### src/rtl/config_chain_loader.sv
// config_chain_loader: feeds the tile's serial configuration chain (including mux
// selector bits) from a word-wide bitstream source. Words arrive over valid/ready,
// are serialised LSB-first onto config_out, and config_enable is asserted for
// exactly CHAIN_LENGTH shift cycles before the loader reports done.
//
// Optional feature: define CONFIG_CHAIN_CHECKSUM_EN to build a bit-serial CRC-8
// (poly 0x07, init 0x00, no reflection) over every bit shifted into the chain.
// Without the macro, checksum is tied to zero and no CRC logic exists.
`timescale 1ns/1ps

module config_chain_loader #(
    parameter int unsigned CHAIN_LENGTH = 20,
    parameter int unsigned WORD_WIDTH   = 8
) (
    input  logic                  clock,
    input  logic                  reset,
    input  logic                  start,
    input  logic                  abort,
    input  logic [WORD_WIDTH-1:0] bitstream_data,
    input  logic                  bitstream_valid,
    output logic                  bitstream_ready,
    output logic                  config_out,
    output logic                  config_enable,
    output logic                  busy,
    output logic                  done,
    output logic [7:0]            checksum
);

    localparam int unsigned CntW = $clog2(CHAIN_LENGTH + 1);
    localparam int unsigned IdxW = (WORD_WIDTH > 1) ? $clog2(WORD_WIDTH) : 1;

    localparam logic [CntW-1:0] CntMax  = CntW'(CHAIN_LENGTH);
    localparam logic [CntW-1:0] CntOne  = CntW'(1);
    localparam logic [IdxW-1:0] IdxLast = IdxW'(WORD_WIDTH - 1);
    localparam logic [IdxW-1:0] IdxOne  = IdxW'(1);

    typedef enum logic [1:0] {
        StIdle,
        StLoad,
        StShift,
        StDone
    } state_e;

    state_e                state_q, state_d;
    logic [WORD_WIDTH-1:0] buf_q, buf_d;
    logic [IdxW-1:0]       idx_q, idx_d;
    logic [CntW-1:0]       cnt_q, cnt_d;
    logic [CntW-1:0]       cnt_inc;

    // Registered output copies; every port is driven straight from a flop.
    logic ready_q, ready_d;
    logic out_q, out_d;
    logic enable_q, enable_d;
    logic busy_q, busy_d;
    logic done_q, done_d;

    // Bits fully shifted once the current SHIFT cycle completes; saturates at the chain length.
    assign cnt_inc = (cnt_q == CntMax) ? cnt_q : cnt_q + CntOne;

    // Next-state logic: abort always wins, including over a same-cycle handshake.
    always_comb begin
        state_d = state_q;
        buf_d   = buf_q;
        idx_d   = idx_q;
        cnt_d   = cnt_q;
        case (state_q)
            StIdle, StDone: begin
                if (abort) begin
                    state_d = StIdle;
                end else if (start) begin
                    state_d = StLoad;
                    cnt_d   = '0;
                    idx_d   = '0;
                end
            end
            StLoad: begin
                if (abort) begin
                    state_d = StIdle;
                end else if (bitstream_valid && ready_q) begin
                    buf_d   = bitstream_data;
                    idx_d   = '0;
                    state_d = StShift;
                end
            end
            StShift: begin
                if (abort) begin
                    state_d = StIdle;
                end else begin
                    cnt_d = cnt_inc;
                    if (cnt_inc == CntMax) begin
                        // Any unused upper bits of a partial final word are dropped here.
                        state_d = StDone;
                    end else if (idx_q == IdxLast) begin
                        if (bitstream_valid && ready_q) begin
                            // Back-to-back word: next cycle carries its bit 0, no bubble.
                            buf_d = bitstream_data;
                            idx_d = '0;
                        end else begin
                            // Underrun: stop shifting and wait for the source.
                            state_d = StLoad;
                        end
                    end else begin
                        idx_d = idx_q + IdxOne;
                    end
                end
            end
            default: state_d = StIdle;
        endcase
    end

    // Output decode from the next state so the registered outputs line up with it.
    always_comb begin
        enable_d = (state_d == StShift);
        busy_d   = (state_d == StLoad) || (state_d == StShift);
        done_d   = (state_d == StDone);
        // In SHIFT, ready only on a word's last bit and only if the chain still needs
        // bits beyond it, so ready never rises once the final word has been taken.
        ready_d  = (state_d == StLoad) ||
                   ((state_d == StShift) && (idx_d == IdxLast) && (cnt_d < CntMax - CntOne));
        out_d    = enable_d ? buf_d[idx_d] : out_q;
    end

    // State, datapath and output registers.
    always_ff @(posedge clock or posedge reset) begin
        if (reset) begin
            state_q  <= StIdle;
            buf_q    <= '0;
            idx_q    <= '0;
            cnt_q    <= '0;
            ready_q  <= 1'b0;
            out_q    <= 1'b0;
            enable_q <= 1'b0;
            busy_q   <= 1'b0;
            done_q   <= 1'b0;
        end else begin
            state_q  <= state_d;
            buf_q    <= buf_d;
            idx_q    <= idx_d;
            cnt_q    <= cnt_d;
            ready_q  <= ready_d;
            out_q    <= out_d;
            enable_q <= enable_d;
            busy_q   <= busy_d;
            done_q   <= done_d;
        end
    end

    assign bitstream_ready = ready_q;
    assign config_out      = out_q;
    assign config_enable   = enable_q;
    assign busy            = busy_q;
    assign done            = done_q;

`ifdef CONFIG_CHAIN_CHECKSUM_EN
    logic       crc_restart;
    logic [7:0] crc_q, crc_d;

    // A load begins whenever an idle/done loader takes start without abort.
    assign crc_restart = ((state_q == StIdle) || (state_q == StDone)) && start && !abort;

    // Fold in the bit the chain shifts this cycle; holds otherwise (DONE, after abort).
    always_comb begin
        crc_d = crc_q;
        if (crc_restart) begin
            crc_d = 8'h00;
        end else if (enable_q) begin
            crc_d = {crc_q[6:0], 1'b0} ^ ((crc_q[7] ^ out_q) ? 8'h07 : 8'h00);
        end
    end

    // CRC register.
    always_ff @(posedge clock or posedge reset) begin
        if (reset) begin
            crc_q <= 8'h00;
        end else begin
            crc_q <= crc_d;
        end
    end

    assign checksum = crc_q;
`else
    assign checksum = 8'h00;
`endif

endmodule
### config.mk
export PLATFORM = sky130hd
export DESIGN_NAME = config_chain_loader
export DESIGN_NICKNAME = d
export VERILOG_FILES = /design/src/rtl/config_chain_loader.sv
export SDC_FILE = /design/constraint.sdc
export NUM_CORES = 1
export LEC_CHECK = 0
export ABC_AREA = 1
export CAP_MARGIN = 20
export CORE_ASPECT_RATIO = 1.1
export CORE_MARGIN = 2
export CORE_UTILIZATION = 45
export DETAILED_ROUTE_END_ITERATION = 6
export PLACE_DENSITY = 0.7
export SYNTH_ARGS = -nofsm -noshare
export SYNTH_HDL_FRONTEND = slang
export SYNTH_SLANG_ARGS = --single-unit
### constraint.sdc
create_clock -name clock -period 2.05 [get_ports clock]
set_input_delay 0.41 -clock clock [delete_from_list [all_inputs] [get_ports clock]]
set_output_delay 0.41 -clock clock [all_outputs]
set_load 0.02 [all_outputs]
==> summary.md, run 1 <==
| Metric | Value |
|---|---|
| Drt wl/cell | 12.5 um |
| Vias in the first global route | 2022 |
| Non-Filler Instances | 443 |
| Post-layout worst setup margin | -0.236 ns |
| Int Pwr | 918 uW |
| DRT antenna net count | 0 |
| Sw Ratio | 0.369 |
| CP required | 2.22 ns |
| Skew final | 0.00233 ns |
| Cell count after placement | 426 |
| Switching power | 537 uW |
| CP Capture Type | flop |
| Detailed Place HPWL | 3790 um |
| Die W | 67.2 um |
| Drt first pass iters | 4 |
| Via Count | 2258 |
| Final Critical Period | 2.29 ns |
| Post-route DRC violation count | 0 |
| Max cap viols | 0 |
| Initial Util | 0.464 |
| Final WL | 5550 um |
| Flop pwr share | 0.373 |
| Status | finished with violations |
| I/O pin cnt | 26 |
| N_diodes | 0 |
| Fin crit share | 1.12 |
| Global-route wire length before repair | 8980 um |
| Cell variety after synth | 30 |
| Clock Tree Buf Depth | 2 |
| Layout cell share with drive strength beyond 1 | 0.306 |
| Yosys reg bits | 23 |
| Syn avg cell area | 6.29 sq um |
| RR Startpoint | cnt_q[0] |
| Maximum achievable frequency | 437 MHz |
| Clk pin slew, worst setup/hold paths | 0.08 ns |
| Die height | 73.5 um |
| Post-layout util | 0.672 |
| RSZ-0062 raised after global routing | yes |
| Tot GR Track Use | 0.236 |
| CTS root buffer | clkbuf_8 |
| Final Net Count | 412 |
| Synth-to-Final Area Change | 44.6% |
| Hold buffers post-CTS | 0 |
| VDD IR max | 0.404 mV |
| CTS Buf Count | 3 |
| Commonest cells after routing, fill and taps aside | nand2_1 (85), buf_4 (61), inv_1 (40), o21ai_0 (28), dfrtp_1 (23) |
| Std-Cell Rows | 25 |
| Critical path type | flop to flop |
| Iter 0 DRT Violations | 127 |
| Leak | 0.00150 uW |
| Largest net degree at the start of global routing | 24 |
| Most common cell after layout, fill and taps aside | nand2_1 |
| Synthesized cell area | 0.00198 sq mm |
| Initial antenna violation count | 0 |
| Violated checks | negative setup slack |
| Combinational fraction of design power | 0.424 |
| Final Hold Viols | 0 |
| H-tree depth | 1 |
| Core box area | 0.00425 sq mm |
| Clk pwr share | 0.203 |
| Post-Synthesis Cells | 314 |
| TNS Setup | -1.14 ns |
| FF-to-FF path depth | 20 |
| Min-delay worst type | input port to asynchronous set/reset pin |
| Fin. max-slew vios | 0 |
| CTS tree | built |
| Worst flop-to-flop path endpoint | config_out |
| Port bufs | 17 |
| Final setup vio count | 9 |
| WP data arrival | 2.45 ns |
| YS warnings | 0 |
| Aggregate global routing overflow | 0 |
| Seq/Total Area, Yosys | 0.291 |
| Vias/cell | 5.10 |
| CTS sink count | 23 |
| Worst Setup Start Kind | flop |
| Crit Path Max Fanout | 8 |
| GPL Wtd Cong | 0.880 |
| Clock latency on the worst-skew pair | 0.27 ns |
| Die area | 0.00494 sq mm |
| R2R Setup Slk | -0.24 ns |
| PwrDens | 509 mW/mm^2 |
-- per-stage QoR --
step | hold slack [ns] | total power, uW | instance area, sq um | setup slack, ns
final | 0.476 | 1460 | 2860 | -0.236
after global routing | 0.539 | 1560 | 2860 | -0.412
after CTS | 0.484 | 1390 | 2680 | -0.113
after detailed placement | 0.490 | 1080 | 2540 | -0.353
after global placement | 0.488 | 1070 | 2540 | -0.315
after floorplan | 0.412 | 882 | 2010 | -0.0914
-- kinds of logic (layout without fill, tap and decap cells) --
| kind of cell | after synthesis | in the layout | synth area share |
|---|---|---|---|
| flip-flops | 23 | 23 | 0.291 |
| adder cells (fa/ha/maj) | 9 | 9 | 0.0570 |
| other | 1 | 8 | 0.00190 |
| buffers and inverters | 68 | 136 | 0.149 |
| AO/OA/AOI/OAI | 58 | 58 | 0.167 |
| AND/OR/NAND/NOR | 155 | 155 | 0.334 |
-- repair_timing --
| action | 4_1_cts | 5_1_grt |
|---|---|---|
| setup buffers | 9 | 8 |
| endpoints found under the setup margin | 7 | 16 |
| gates resized for setup | 9 | 42 |
| hold endpoints to repair | 0 | 0 |
| pin swaps | 10 | 19 |
-- critical path, stage by stage, from the launching register on --
cell and delay [ns]:
dfrtp_1 0.44, inv_2 0.10, ha_4 0.12, nand2_2 0.05, inv_2 0.08, nand2_4 0.07, nand2_4 0.10, nand2_4 0.05
nor2_4 0.13, nand3_4 0.16, nand2_2 0.13, nand2_1 0.05, nand2_1 0.06, nand2_1 0.05, nand3_2 0.10, buf_4 0.13
nand3_1 0.10, nand3_2 0.10, nand2_1 0.06, nand2_1 0.05, nand3_1 0.06
-- power by group through the flow --
stage	logic (uW)	registers (uW)	clock network (uW)
after global placement	526	545	0
after global routing	691	550	316
after floorplan	334	548	0
after CTS	544	539	304
final	617	543	296
after detailed placement	535	547	0
-- flip-flops by register name, summed over array words and instances, names as in the netlist --
signal           cells
busy                 1
buf_q                8
bitstream_ready      1
config_enable        1
done                 1
config_out           1
cnt_q                5
idx_q                3
state_q              2
-- worst max-delay path by stage --
stage / depth (start not counted) / to / from
after floorplan: 20 / bitstream_ready / cnt_q[0]
after global placement: 15 / config_out / bitstream_valid
after detailed placement: 15 / config_out / bitstream_valid
after CTS: 19 / bitstream_ready / cnt_q[0]
after global routing: 16 / bitstream_ready / cnt_q[0]
final: 20 / config_out / cnt_q[0]
-- synth_stat cells (all sizes together) --
master,n,area (sq um)
o21a,6,45.0
inv,49,184
nor3,1,5.00
ha,9,113
a22oi,1,7.51
conb,1,3.75
o211ai,3,22.5
nand2,103,397
o22ai,2,12.5
o21ai,35,175
nand4,3,18.8
a31oi,1,6.26
buf,11,80.1
a32oi,1,8.76
a21oi,7,35.0
nor2,21,86.3
o31a,1,8.76
a211o,1,8.76
dfrtp,23,576
clkbuf,8,30.0
nand3,27,153
-- final cells by class --
| cell class | count | area (sq um) |
|---|---|---|
| Clock buffer | 4 | 45.0 |
| Fill cell | 389 | 1400 |
| Inverter | 49 | 186 |
| Multi-Input combinational cell | 230 | 1300 |
| Sequential cell | 23 | 576 |
| Tap cell | 54 | 67.6 |
| Timing Repair Buffer | 83 | 684 |
-- routing by layer --
metal	part of all wire	GRT usage	up-vias	wire [um]
met5	0	0	-	0
met4	0.018	0.0726	0	99
met3	0.056	0.0230	9	309
met2	0.50	0.408	72	2760
met1	0.43	0.309	1037	2380
li1	-	-	1140	-
(Power assumes the default switching activity.)
==> run 2, diff against run 1 <==
CORE_MARGIN = 1   (was 2)
==> run 2 against run 1 <==
The run still ends with negative setup slack left. Clock-buffer cell count shrank 1. Largest cell class unchanged. Largest power group unchanged. Sequential power about the same. Hold slack improved by 0.010 ns. Core utilization grew 2.8 points. Non-clock buffer count down 1. Critical path type unchanged. Fmax fell by 3.4%. Combinational power is 3.9% lower. Via count grew 1.1%. Highest routed layer unchanged. Die area shrank 5.6%. Clock skew decreased by 0.00069 ns. Sequential share of layout area is essentially flat.
==> summary.md, run 2 (synthesis results as in run 1) <==
| Metric | Value |
|---|---|
| Skew final | 0.00164 ns (-0.000688 ns) |
| Initial Util | 0.484 (+0.0194) |
| Vias/cell | 5.19 (+1.8%) |
| Violated checks | negative setup slack |
| Commonest cells after routing, fill and taps aside | nand2_1 (83), buf_4 (59), inv_1 (38), o21ai_0 (29), dfrtp_1 (23) |
| Layout cell share with drive strength beyond 1 | 0.309 (+0.00337) |
| Clk pin slew, worst setup/hold paths | 0.08 ns (about the same) |
| Final Net Count | 411 (-0.24%) |
| Min-delay worst type | input port to asynchronous set/reset pin |
| RR Startpoint | cnt_q[0] |
| CP required | 2.20 ns (-0.02 ns) |
| CP Capture Type | flop |
| Final setup vio count | 8 (-1) |
| WP data arrival | 2.52 ns (+0.07 ns) |
| Layout filler cell count | 333 (-14%) |
| Crit Path Max Fanout | 8 (unchanged) |
| Drt first pass iters | 4 (unchanged) |
| Port bufs | 17 (unchanged) |
| CTS sink count | 23 (unchanged) |
| PwrDens | 498 mW/mm^2 (-2.2%) |
| Die area | 0.00466 sq mm (-5.6%) |
| Vias in the first global route | 2051 (+1.4%) |
| DRT antenna net count | 0 (unchanged) |
| Post-layout worst setup margin | -0.316 ns (-0.0805 ns) |
| N_diodes | 0 (unchanged) |
| Worst Setup Start Kind | flop |
| Die height | 71.5 um (-2.7%) |
| Detailed Place HPWL | 3930 um (+3.6%) |
| Hold buffers post-CTS | 0 (unchanged) |
| GR Layer Usage met2 | 0.417 (+0.00881) |
| CTS tree | built |
| Via Count | 2282 (+1.1%) |
| Status | finished with violations |
| Largest Register | buf_q |
| Maximum achievable frequency | 423 MHz (-3.4%) |
| Post-layout util | 0.700 (+0.0283) |
| Fin crit share | 1.15 (+0.0393) |
| Most common cell after layout, fill and taps aside | nand2_1 |
| Final Hold Viols | 0 (unchanged) |
| GPL Wtd Cong | 0.933 (+6.0%) |
| Core box area | 0.00408 sq mm (-4.0%) |
| Largest register FFs | 8 (unchanged) |
| VDD IR max | 0.309 mV (-23%) |
| I/O pin cnt | 26 (unchanged) |
| Largest net degree at the start of global routing | 24 (unchanged) |
| Post-route DRC violation count | 0 (unchanged) |
| Initial antenna violation count | 0 (unchanged) |
| Global routing's busiest layer | met2 |
| Largest regs | buf_q x8, cnt_q x5, idx_q x3 |
| Worst flop-to-flop path endpoint | config_out |
| Grt met3 use | 0.0207 (-0.00227) |
| Clock latency on the worst-skew pair | 0.27 ns (about the same) |
| RSZ-0062 raised after global routing | yes |
| R2R Setup Slk | -0.32 ns (-0.08 ns) |
| Drt wl/cell | 13.1 um (+4.9%) |
| Global-route met1 utilization | 0.324 (+0.0150) |
| Tot Pwr | 1420 uW (-2.1%) |
| Final WL | 5780 um (+4.1%) |
| Max cap viols | 0 (unchanged) |
| CTS root buffer | clkbuf_8 |
| Fin. max-slew vios | 0 (unchanged) |
| Leak | 0.00150 uW (-0.64%) |
| Clock Tree Buf Depth | 2 (unchanged) |
| FF-to-FF path depth | 18 (-10%) |
| Global-route wire length before repair | 8950 um (-0.38%) |
| H-tree depth | 1 (unchanged) |
| Final Critical Period | 2.37 ns (+0.0805 ns) |
| Synth-to-Final Area Change | 44.7% (about the same) |
| Die W | 65.2 um (-3.0%) |
| Aggregate global routing overflow | 0 (unchanged) |
| CTS Buf Count | 3 (unchanged) |
| Tot GR Track Use | 0.246 (+0.00948) |
| Std-Cell Rows | 24 (-4.0%) |
| Iter 0 DRT Violations | 216 (+70%) |
| Critical path type | flop to flop |
## run 2: cell count changes in the layout (fill, tap and decap cells not counted), moves of 2 or more
cell and delta:
nand3_2 -3, buf_4 -2, inv_1 -2, inv_2 +2
nand2_1 -2, nand2_2 +2, nand3_1 +2
## run 2: worst max-delay path by stage
stage	cells past startpoint	endpoint	slack, ns	startpoint
after floorplan	20	bitstream_ready	-0.09	cnt_q[0]
after global placement	15	config_out	-0.30	bitstream_valid
after detailed placement	15	config_out	-0.33	bitstream_valid
after CTS	16	config_out	-0.22	cnt_q[0]
after global routing	21	config_out	-0.45	cnt_q[0]
final	18	config_out	-0.32	cnt_q[0]
## run 2: metal layers
metal,wire [um],share of wire
met5,0,0
met4,75,0.013
met3,393,0.068
met2,2890,0.50
met1,2430,0.42
## run 2: where the power goes
group	total [uW]	switching, uW	internal [uW]
sequential	545	37.5	507
combinational	593	340	253
clock	286	150	136
## run 2: per-stage QoR
| step | cells | hold slack (ns) | setup slack [ns] | setup TNS, ns | cell area [sq um] |
|---|---|---|---|---|---|
| 2_1_floorplan | 321 | 0.412 | -0.0914 | -0.214 | 2010 |
| 3_3_place_gp | 424 | 0.539 | -0.295 | -1.24 | 2540 |
| 3_5_place_dp | 424 | 0.536 | -0.327 | -1.44 | 2540 |
| 4_1_cts | 433 | 0.495 | -0.221 | -0.654 | 2670 |
| 5_1_grt | 440 | 0.541 | -0.454 | -2.91 | 2860 |
| 6_report | 440 | 0.486 | -0.316 | -1.41 | 2860 |
## run 2: final cells by class
cell class / instances / area [sq um] / area share
multi-input cells: 230 / 1310 / 0.456
repair buffers: 82 / 681 / 0.238
flip-flops and latches: 23 / 576 / 0.201
inverters: 49 / 186 / 0.0652
well taps: 52 / 65.1 / 0.0228
clock buffers: 3 / 41.3 / 0.0144
clock inverters: 1 / 5.00 / 0.00175
## run 2: critical path, cell delays in order, from the launching register on
cell     delay (ns)
dfrtp_1        0.43
inv_2          0.10
ha_4           0.13
nand2_2        0.05
inv_2          0.08
nand2_4        0.07
nand2_4        0.10
nand2_4        0.06
nor2_4         0.14
nand3_4        0.18
buf_4          0.19
buf_4          0.12
nand3_1        0.07
a22oi_2        0.09
ha_4           0.19
inv_4          0.07
nor2_4         0.04
nand2_1        0.08
nand3_1        0.07
## run 2: what timing repair did
action | CTS | global route
gates cloned | 0 | 0
setup buffers | 6 | 9
pin swaps | 8 | 19
resized for setup | 14 | 40
setup endpoints to repair | 10 | 18
endpoints found under the hold margin | 0 | 0
